`config.mk`:
```
export PLATFORM = sky130hd
export DESIGN_NAME = ram32_wb_ctrl_flat
export DESIGN_NICKNAME = d
export VERILOG_FILES = /design/src/rtl/ram32_ctrl_pkg.sv /design/src/rtl/ram32_wb_ctrl_if.sv /design/src/rtl/ram32_bist_seq.sv /design/src/rtl/ram32_wb_ctrl.sv /design/src/flat_wrapper.sv
export SDC_FILE = /design/constraint.sdc
export NUM_CORES = 1
export LEC_CHECK = 0
export CAP_MARGIN = 20
export CORE_UTILIZATION = 35
export CTS_BUF_LIST = sky130_fd_sc_hd__clkbuf_8 sky130_fd_sc_hd__clkbuf_16
export CTS_CLUSTER_SIZE = 28
export DETAILED_ROUTE_END_ITERATION = 12
export GPL_ROUTABILITY_DRIVEN = 0
export PLACE_DENSITY = 0.76
export SLEW_MARGIN = 25
export SYNTH_ARGS = -nofsm -noshare
export SYNTH_HDL_FRONTEND = slang
export SYNTH_HIERARCHICAL = 1
export SYNTH_SLANG_ARGS = --single-unit
```
`constraint.sdc`:
```
create_clock -name CLK -period 1.8 [get_ports CLK]
set_input_delay 0.27 -clock CLK [delete_from_list [all_inputs] [get_ports CLK]]
set_output_delay 0.27 -clock CLK [all_outputs]
set_load 0.02 [all_outputs]
```
`src/rtl/ram32_ctrl_pkg.sv`:
```
// Shared types and constants for the RAM32 Wishbone controller.
// Optional BIST support is enabled with the RAM32_CTRL_BIST_EN macro.
package ram32_ctrl_pkg;

    localparam int unsigned DATA_W_DEF = 32;
    localparam int unsigned ADDR_W_DEF = 5;

    // Base of the BIST data pattern; the low bits carry the word index.
    localparam logic [31:0] BIST_PAT = 32'hA5A5_0000;

    typedef enum logic [1:0] {
        IDLE,
        ACCESS,
        WAIT,
        ACK
    } state_t;

    typedef enum logic [1:0] {
        B_IDLE,
        B_WRITE,
        B_READ,
        B_RWAIT
    } bist_phase_t;

    function automatic logic [31:0] bist_pattern(input logic [7:0] idx);
        return BIST_PAT | {24'h0, idx};
    endfunction

endpackage

```
`src/rtl/ram32_wb_ctrl_if.sv`:
```
// Wishbone classic bus between the interconnect and the RAM32 controller.
interface ram32_wb_ctrl_if
    import ram32_ctrl_pkg::*;
#(
    parameter int unsigned ADDR_W = ADDR_W_DEF,
    parameter int unsigned DATA_W = DATA_W_DEF
);

    logic              wb_cyc_i;
    logic              wb_stb_i;
    logic              wb_we_i;
    logic [3:0]        wb_sel_i;
    logic [ADDR_W+1:0] wb_adr_i;
    logic [DATA_W-1:0] wb_dat_i;
    logic [DATA_W-1:0] wb_dat_o;
    logic              wb_ack_o;

    modport slave (
        input  wb_cyc_i, wb_stb_i, wb_we_i, wb_sel_i, wb_adr_i, wb_dat_i,
        output wb_dat_o, wb_ack_o
    );

    modport master (
        output wb_cyc_i, wb_stb_i, wb_we_i, wb_sel_i, wb_adr_i, wb_dat_i,
        input  wb_dat_o, wb_ack_o
    );

endinterface

```
`src/rtl/ram32_bist_seq.sv`:
```
// Destructive march-free BIST for one RAM32: writes P(i) to every word,
// then reads each word back and compares. Used only with RAM32_CTRL_BIST_EN.
`ifdef RAM32_CTRL_BIST_EN
module ram32_bist_seq
    import ram32_ctrl_pkg::*;
#(
    parameter int unsigned DATA_W = DATA_W_DEF,
    parameter int unsigned ADDR_W = ADDR_W_DEF,
    parameter int unsigned RD_LAT = 0
) (
    input  logic              clk,
    input  logic              rst_n,
    input  logic              start,
    input  logic [DATA_W-1:0] ram_do,
    output logic              busy,
    output logic              done,
    output logic              fail,
    output logic              ram_en,
    output logic [ADDR_W-1:0] ram_a,
    output logic [3:0]        ram_we,
    output logic [DATA_W-1:0] ram_di
);

    bist_phase_t       phase, phase_nxt;
    logic [ADDR_W-1:0] addr;
    logic              last;
    logic              chk;
    logic [DATA_W-1:0] expect_w;

    assign last     = (addr == '1);
    assign expect_w = DATA_W'(bist_pattern(8'(addr)));
    assign busy     = (phase != B_IDLE);
    // Read data is valid in READ for a combinational RAM, one cycle later otherwise.
    assign chk      = ((phase == B_READ) && (RD_LAT == 0)) || (phase == B_RWAIT);

    // Phase sequencing and RAM drive for the BIST pass.
    always_comb begin
        phase_nxt = phase;
        ram_en    = 1'b0;
        ram_a     = '0;
        ram_we    = '0;
        ram_di    = '0;
        case (phase)
            B_IDLE: begin
                if (start) phase_nxt = B_WRITE;
            end
            B_WRITE: begin
                ram_en = 1'b1;
                ram_a  = addr;
                ram_we = 4'hF;
                ram_di = expect_w;
                if (last) phase_nxt = B_READ;
            end
            B_READ: begin
                ram_en = 1'b1;
                ram_a  = addr;
                if (RD_LAT != 0) phase_nxt = B_RWAIT;
                else if (last)   phase_nxt = B_IDLE;
            end
            B_RWAIT: begin
                ram_a = addr;
                phase_nxt = last ? B_IDLE : B_READ;
            end
            default: phase_nxt = B_IDLE;
        endcase
    end

    // Phase register, word counter and sticky result flags.
    always_ff @(posedge clk) begin
        if (!rst_n) begin
            phase <= B_IDLE;
            addr  <= '0;
            done  <= 1'b0;
            fail  <= 1'b0;
        end else begin
            phase <= phase_nxt;
            if ((phase == B_IDLE) && start) begin
                addr <= '0;
                done <= 1'b0;
                fail <= 1'b0;
            end
            if ((phase == B_WRITE) || ((phase == B_READ) && (RD_LAT == 0)) || (phase == B_RWAIT))
                addr <= addr + ADDR_W'(1);
            if (chk && (ram_do != expect_w)) fail <= 1'b1;
            if (chk && last) done <= 1'b1;
        end
    end

endmodule
`endif

```
`src/rtl/ram32_wb_ctrl.sv`:
```
// Wishbone classic slave driving one RAM32 32x32 single-port macro.
// Define RAM32_CTRL_BIST_EN to add the built-in self-test ports and logic.
module ram32_wb_ctrl
    import ram32_ctrl_pkg::*;
#(
    parameter int unsigned DATA_W = DATA_W_DEF,
    parameter int unsigned ADDR_W = ADDR_W_DEF,
    parameter int unsigned RD_LAT = 0
) (
    input  logic              CLK,
    input  logic              RST_N,
    ram32_wb_ctrl_if.slave    wb,
    output logic              ram_en_o,
    output logic [ADDR_W-1:0] ram_a_o,
    output logic [3:0]        ram_we_o,
    output logic [DATA_W-1:0] ram_di_o,
    input  logic [DATA_W-1:0] ram_do_i
`ifdef RAM32_CTRL_BIST_EN
    ,
    input  logic              bist_start_i,
    output logic              bist_busy_o,
    output logic              bist_done_o,
    output logic              bist_fail_o
`endif
);

    state_t            state, state_nxt;
    logic [ADDR_W-1:0] hold_adr;
    logic              hold_we;
    logic [3:0]        hold_sel;
    logic [DATA_W-1:0] hold_dat;
    logic [DATA_W-1:0] rd_data;

    logic              core_en;
    logic [ADDR_W-1:0] core_a;
    logic [3:0]        core_we;
    logic [DATA_W-1:0] core_di;

    logic              wb_req;
    logic              req_block;
    logic              capture;
    logic              adr_unused;

    assign wb_req     = wb.wb_cyc_i & wb.wb_stb_i;
    assign capture    = (state == IDLE) & wb_req & ~req_block;
    // Byte-lane bits of the address are ignored: all accesses are word-aligned.
    assign adr_unused = ^wb.wb_adr_i[1:0];

    // Next state and RAM drive; the RAM is only touched from ACCESS.
    always_comb begin
        state_nxt = state;
        core_en   = 1'b0;
        core_a    = '0;
        core_we   = '0;
        core_di   = '0;
        case (state)
            IDLE: begin
                if (capture) state_nxt = ACCESS;
            end
            ACCESS: begin
                core_en = 1'b1;
                core_a  = hold_adr;
                core_di = hold_dat;
                core_we = hold_we ? hold_sel : 4'h0;
                // Cycle abandoned: the RAM access above still completes, but no ack follows.
                if (!wb.wb_cyc_i)                  state_nxt = IDLE;
                else if (hold_we || (RD_LAT == 0)) state_nxt = ACK;
                else                               state_nxt = WAIT;
            end
            WAIT: begin
                core_a    = hold_adr;
                state_nxt = wb.wb_cyc_i ? ACK : IDLE;
            end
            ACK: begin
                state_nxt = IDLE;
            end
            default: state_nxt = IDLE;
        endcase
    end

    // State register, request holding registers and registered read data.
    always_ff @(posedge CLK) begin
        if (!RST_N) begin
            state    <= IDLE;
            hold_adr <= '0;
            hold_we  <= 1'b0;
            hold_sel <= '0;
            hold_dat <= '0;
            rd_data  <= '0;
        end else begin
            state <= state_nxt;
            if (capture) begin
                hold_adr <= wb.wb_adr_i[ADDR_W+1:2];
                hold_we  <= wb.wb_we_i;
                hold_sel <= wb.wb_sel_i;
                hold_dat <= wb.wb_dat_i;
            end
            if (((state == ACCESS) && !hold_we && (RD_LAT == 0)) || (state == WAIT))
                rd_data <= ram_do_i;
        end
    end

    assign wb.wb_dat_o = rd_data;
    assign wb.wb_ack_o = (state == ACK) & wb.wb_cyc_i;

`ifdef RAM32_CTRL_BIST_EN
    logic              bist_start;
    logic              bist_busy;
    logic              bist_en;
    logic [ADDR_W-1:0] bist_a;
    logic [3:0]        bist_we;
    logic [DATA_W-1:0] bist_di;

    // Start is taken only from IDLE and wins over a same-cycle bus request.
    assign bist_start = bist_start_i & (state == IDLE);
    assign req_block  = bist_start_i | bist_busy;

    ram32_bist_seq #(
        .DATA_W (DATA_W),
        .ADDR_W (ADDR_W),
        .RD_LAT (RD_LAT)
    ) u_bist (
        .clk    (CLK),
        .rst_n  (RST_N),
        .start  (bist_start),
        .ram_do (ram_do_i),
        .busy   (bist_busy),
        .done   (bist_done_o),
        .fail   (bist_fail_o),
        .ram_en (bist_en),
        .ram_a  (bist_a),
        .ram_we (bist_we),
        .ram_di (bist_di)
    );

    assign bist_busy_o = bist_busy;
    assign ram_en_o    = bist_busy ? bist_en : core_en;
    assign ram_a_o     = bist_busy ? bist_a  : core_a;
    assign ram_we_o    = bist_busy ? bist_we : core_we;
    assign ram_di_o    = bist_busy ? bist_di : core_di;
`else
    assign req_block = 1'b0;
    assign ram_en_o  = core_en;
    assign ram_a_o   = core_a;
    assign ram_we_o  = core_we;
    assign ram_di_o  = core_di;
`endif

endmodule
```
`src/flat_wrapper.sv`:
```
// flat-port wrapper written by rule: the top's interface ports become plain ports
module ram32_wb_ctrl_flat import ram32_ctrl_pkg::*;
#(
    parameter int unsigned DATA_W = DATA_W_DEF,
    parameter int unsigned ADDR_W = ADDR_W_DEF,
    parameter int unsigned RD_LAT = 0
)
  (CLK, RST_N, ram_en_o, ram_a_o, ram_we_o, ram_di_o, ram_do_i, wb_wb_cyc_i, wb_wb_stb_i, wb_wb_we_i, wb_wb_sel_i, wb_wb_adr_i, wb_wb_dat_i, wb_wb_dat_o, wb_wb_ack_o);
  ram32_wb_ctrl_if #(.ADDR_W(ADDR_W), .DATA_W(DATA_W)) wb_i ();
  input  logic CLK;
  input  logic RST_N;
  output logic ram_en_o;
  output logic [ADDR_W-1:0] ram_a_o;
  output logic [3:0] ram_we_o;
  output logic [DATA_W-1:0] ram_di_o;
  input  logic [DATA_W-1:0] ram_do_i;
  input wire logic [$bits(wb_i.wb_cyc_i)-1:0] wb_wb_cyc_i;
  input wire logic [$bits(wb_i.wb_stb_i)-1:0] wb_wb_stb_i;
  input wire logic [$bits(wb_i.wb_we_i)-1:0] wb_wb_we_i;
  input wire logic [$bits(wb_i.wb_sel_i)-1:0] wb_wb_sel_i;
  input wire logic [$bits(wb_i.wb_adr_i)-1:0] wb_wb_adr_i;
  input wire logic [$bits(wb_i.wb_dat_i)-1:0] wb_wb_dat_i;
  output wire logic [$bits(wb_i.wb_dat_o)-1:0] wb_wb_dat_o;
  output wire logic [$bits(wb_i.wb_ack_o)-1:0] wb_wb_ack_o;
  assign wb_i.wb_cyc_i = wb_wb_cyc_i;
  assign wb_i.wb_stb_i = wb_wb_stb_i;
  assign wb_i.wb_we_i = wb_wb_we_i;
  assign wb_i.wb_sel_i = wb_wb_sel_i;
  assign wb_i.wb_adr_i = wb_wb_adr_i;
  assign wb_i.wb_dat_i = wb_wb_dat_i;
  assign wb_wb_dat_o = wb_i.wb_dat_o;
  assign wb_wb_ack_o = wb_i.wb_ack_o;
  ram32_wb_ctrl #(.DATA_W(DATA_W), .ADDR_W(ADDR_W), .RD_LAT(RD_LAT)) u_core (.CLK(CLK), .RST_N(RST_N), .wb(wb_i), .ram_en_o(ram_en_o), .ram_a_o(ram_a_o), .ram_we_o(ram_we_o), .ram_di_o(ram_di_o), .ram_do_i(ram_do_i));
endmodule
```
# Word-level counts from Yosys, hierarchy flattened
# Cells that the tools add are included.
dict set report totals {
  reg_bits 76
  inputBits 80
  word_cells 26
}
dict set report classes {
  eq_ne 4
  n_mux 8
  n_bitwise 3
  n_reduce_logical 5
}
# operator n
set ops {}
lappend ops {{two-way mux 32 bit} 1}
lappend ops {{two-way mux 4 bit} 2}
lappend ops {{case mux 2 bit (3 select lines)} 1}
lappend ops {{two-way mux 5 bit} 1}
lappend ops {{== test 2 bit, second input constant} 2}
lappend ops {{two-way mux 2 bit} 2}
lappend ops {{AND 1 bit} 3}
lappend ops {{== test 2 x 1 -> 1 bit, second input constant} 1}
lappend ops {{logical NOT 2 bit} 1}
lappend ops {{!= test 2 x 1 -> 1 bit, second input constant} 1}
lappend ops {{OR reduction 2 bit} 1}
lappend ops {{logical AND 1 bit} 1}
lappend ops {{logical NOT 1 bit} 1}
lappend ops {{logical OR 1 bit} 1}
lappend ops {{two-way mux 1 bit} 1}

# Longest topological paths before layout
dict set report depth {
  word_depth 4
  depth_mapped 7
  depth_no_buf 5
}

# Least setup slack after synthesis
# OpenSTA, ideal clock, no wires.
dict set report synth_timing {
  path_type {flip-flop to flip-flop}
  from {register u_core.state[1]}
  to {register u_core.rd_data[10], in the netlist u_core/wb.wb_dat_o[10]}
  setup_time_ps 70
  arrival_ps 1568
  required_ps 1730
  setup_slack_ps 162
  stages_incl_launch_ff 8
  path_buffers 2
  path_cell_list {dfxtp_1 inv_1 ha_1 nor2b_2 buf_6 buf_6 or3b_1 a21boi_1}
}
dict set report synth_via {
  elab_chain_len 3
}
# element line_no
set synth_rtl {}
lappend synth_rtl {{start: declaration} ram32_wb_ctrl.sv:27} ;# state_t state, state_nxt;
lappend synth_rtl {{start signal: assignment} ram32_wb_ctrl.sv:91} ;# state <= state_nxt;
lappend synth_rtl {{== test 2 x 1 -> 1 bit} ram32_wb_ctrl.sv:98} ;# if (((state == ACCESS) && !hold_we && (RD_LAT == 0)) || (state == WAIT))
lappend synth_rtl {{logical AND 1 bit} ram32_wb_ctrl.sv:98}
lappend synth_rtl {{logical OR 1 bit (*)} ram32_wb_ctrl.sv:98}
lappend synth_rtl {{end signal: assignment} ram32_wb_ctrl.sv:99} ;# rd_data <= ram_do_i;
lappend synth_rtl {{end: declaration} ram32_wb_ctrl.sv:32} ;# logic [DATA_W-1:0] rd_data;
# Every way passes the cells marked *; elsewhere a longest branch is shown, timed or not.
# A chain may end at the register's enable or synchronous reset.

# Final worst setup path
dict set report layout_timing {
  from {register u_core.state[1]}
  to {output ram_a_o[0]}
}
dict set report layout_via {
  elab_chain_len 3
}
# element line_no
set layout_rtl {}
lappend layout_rtl {{== test 2 bit / == test 2 x 1 -> 1 bit (equally long branches)} ram32_wb_ctrl.sv:56} ;# case (state)
lappend layout_rtl {{OR reduction 2 bit (no line) (*)} n/a}
lappend layout_rtl {{two-way mux 5 bit (*)} ram32_wb_ctrl.sv:56}
lappend layout_rtl {{end: declaration} flat_wrapper.sv:13} ;# output logic [ADDR_W-1:0] ram_a_o;
# Marked as above.

==> reports/metrics.yaml <==
detailed_routing:
  final_antenna_net_count: 0
  routed_wirelength_um: 9090
  drc: 0
  vias: 3180
  wl_per_cell_um: 13.5
  viasPerCell: 4.73
  firstDrtPassIters: 4
  drt_iter0_drc: 109
clocking:
  path_clk_slew_ns: 0.07
  hold_buffers: 0
  post-cts-setup-buffer-count: 0
  numCtsBuffers: 9
  h-tree-depth: 3
  cts_tree: "yes"
  clock_path_buffers: 2
  cts.sinks: 76
  clockRootBuffer: "clkbuf_8"
  clock_latency_ns: 0.35
timing:
  worst_slack_ns: -0.00536
  slew_violations: 0
  fin_tns_setup_ns: -0.00536
  min_period_ns: 1.81
  rsz0062_at_grt: "true"
  setup_viol: 1
  finalHoldViolations: 0
  max_freq_mhz: 554
  fin_hold_ws_ns: 0.426
  clock_skew_ns: 0.0151
  worst_slew_pin_slew_ns: 0.270
  relSlewSlack_pct: 82.0
  fin_crit_sh_pct: 100
run:
  maxCapViolCount: 0
synthesis:
  synthCells: 394
  synth_top_area_share_pct: 44.6
  syn-cell-area_um2: 3410
  syn_nets: 479
  avgSynthCellArea_um2: 8.67
  synthMostInstantiatedCell: "nand2_1"
  async_reset_ff_share_pct: 0
  ys_warn_count: 6
  ys_ff_latch: 76
  ys_top_cells_by_count: "nand2_1, dfxtp_1, a21boi_0"
  yosysTopAreaCell: "dfxtp_1"
  ys_types: 21
  ys.flop_type: "dfxtp_1"
  synth.area.top_cells: "dfxtp_1, nand2_1, a21boi_0"
  seq_area_frac_synth_pct: 44.6
  synth_edf_count: 0
cells_and_area:
  fillers: 885
  area.growth.synth_to_final_pct: 52.0
  finalInstanceArea_um2: 5190
  antenna_cells: 0
  finalNetCount: 623
  drive_gt1_share_pct: 15.8
critical_path:
  worstSetupEndpointType: "output port"
  arrival_ns: 1.54
  critPathMaxFanout: 8
  r2r_end: "u_core/wb.wb_dat_o[1]"
  crit_required_ns: 1.53
  timing.critical_path.buf_inv: 2
  slowest_stage: "ha_2"
  critPathTopFamily: "adder cells"
  r2r_cells: 6
  regToRegSetupSlack_ns: 0.14
  critPathKind: "flip-flop to output port"
  crit_chain: "inv_1, ha_2, and2_1, clkdlybuf4s15_2"
  start_kind: "flip-flop"
  r2r-start: "u_core/state[0]"
  slowest_delay_ns: 0.39
power_and_ir_drop:
  p_per_area_nw_per_um2: 932
  p_leak_nw: 2.01
  p_total_w: 0.00484
  vdd_drop_max_mv: 0.378
placed_design:
  portBuffers: 152
  place_area_um2: 5110
  post-place-ws_ns: -0.0654
  hpwl_um: 6270
global_route:
  use_met3_pct: 3.88
  grt_use_total_pct: 18.0
  grt_antenna_before_repair: 0
  met2_usage_pct: 31.5
  grt.met1_usage_pct: 21.2
  grt_max_degree: 77
  grt_pass1_vias: 2958
  grt.busiest_layer: "met2"
  grt_pass1_wl_um: 14200
  grt.overflow.total: 0
outcome:
  violations: "negative setup slack"
  status: "finished, violations left"
floorplan:
  dieWidth_um: 101
  start_util_pct: 36.6
  core_um2: 9330
  io_pins: 155
  die-area_um2: 10200
  die_h_um: 101
  rows: 35
worst_hold_path:
  whs_path_depth: 3
  min_to: "u_core/state[1]"
  min_path_type: "input pin to flip-flop"
  hold_start: "RST_N"
==> cell families after synthesis <==
group	synth area share, %
AND/OR/NAND/NOR	26.7
AO/OA/AOI/OAI	21.8
adder cells (fa/ha/maj)	1.83
flip-flops	44.6
buffers and inverters	5.13
==> state kept, by name (all words and copies together) (netlist names) <==
name / flops
u_core/wb.wb_dat_o: 32
u_core/hold_adr: 5
u_core/state: 2
u_core/hold_dat: 32
u_core/hold_sel: 4
u_core/hold_we: 1
==> through the flow <==
step	std cells	util (%)
after floorplan	394	-
after global placement	656	54.8
after detailed placement	656	54.8
after CTS	672	55.7
after global routing	672	55.6
final	672	55.6
==> cell usage in the layout, fill, tap and decap left out <==
cell type	instances
nand4b_1	1
a21boi_0	42
buf_4	14
clkdlybuf4s15_2	6
o2111a_1	1
clkdlybuf4s50_1	108
nor2b_4	1
clkdlybuf4s15_1	1
a21boi_1	32
bufinv_16	2
and3_1	2
o21ai_0	33
ha_1	2
clkbuf_2	3
clkbuf_8	10
or3b_1	28
nand2_1	86
dfxtp_2	1
nand3_2	1
buf_2	29
nand3_1	1
dfxtp_1	75
buf_12	5
or3b_2	4
clkinv_4	2
ha_2	3
dlygate4sd2_1	1
o21a_1	1
and3_2	4
and2_1	38
a21oi_1	1
clkinvlp_4	1
inv_1	4
==> how the worst max path moves through the flow <==
stage / slack, ns / startpoint / endpoint / depth (start not counted)
floorplan: 0.16 / u_core/state[1] / u_core/wb.wb_dat_o[10] / 7
global placement: -0.01 / u_core/state[0] / ram_a_o[2] / 4
detailed placement: -0.07 / u_core/state[0] / ram_a_o[0] / 4
CTS: -0.04 / u_core/state[1] / ram_a_o[0] / 4
global route: -0.12 / u_core/state[1] / ram_a_o[0] / 4
finish: -0.005 / u_core/state[1] / ram_a_o[0] / 4
==> worst register-to-register path, cell delays in order (launching register included) <==
cell	delay [ns]
dfxtp_2	0.36
inv_1	0.06
buf_4	0.13
ha_1	0.22
buf_12	0.18
or3b_2	0.48
a21boi_1	0.16
==> where the power goes <==
| group | internal [W] | switching [W] |
|---|---|---|
| Combinational | 0.000709 | 0.000713 |
| Sequential | 0.00187 | 0.0000853 |
| Clock | 0.000819 | 0.000644 |
==> what timing repair did <==
item,CTS,global route
resized for setup,158,8
pin swaps,0,0
setup endpoints to repair,43,14
==> routing by layer <==
| metal | vias up | share of wire (%) |
|---|---|---|
| met5 | - | 0 |
| met1 | 1473 | 43 |
| li1 | 1609 | - |
| met4 | 0 | 1.1 |
| met3 | 8 | 4.9 |
| met2 | 90 | 51 |
==> cell type report <==
type | count | area (um^2) | share of cell area (%)
inverters | 3 | 11.3 | 0.217
multi-input cells | 281 | 1740 | 33.4
clock inverters | 6 | 88.8 | 1.71
well taps | 129 | 161 | 3.11
flip-flops and latches | 76 | 1520 | 29.3
repair buffers | 167 | 1530 | 29.5
clock buffers | 10 | 138 | 2.65
Power figures use the tool's default switching activity.
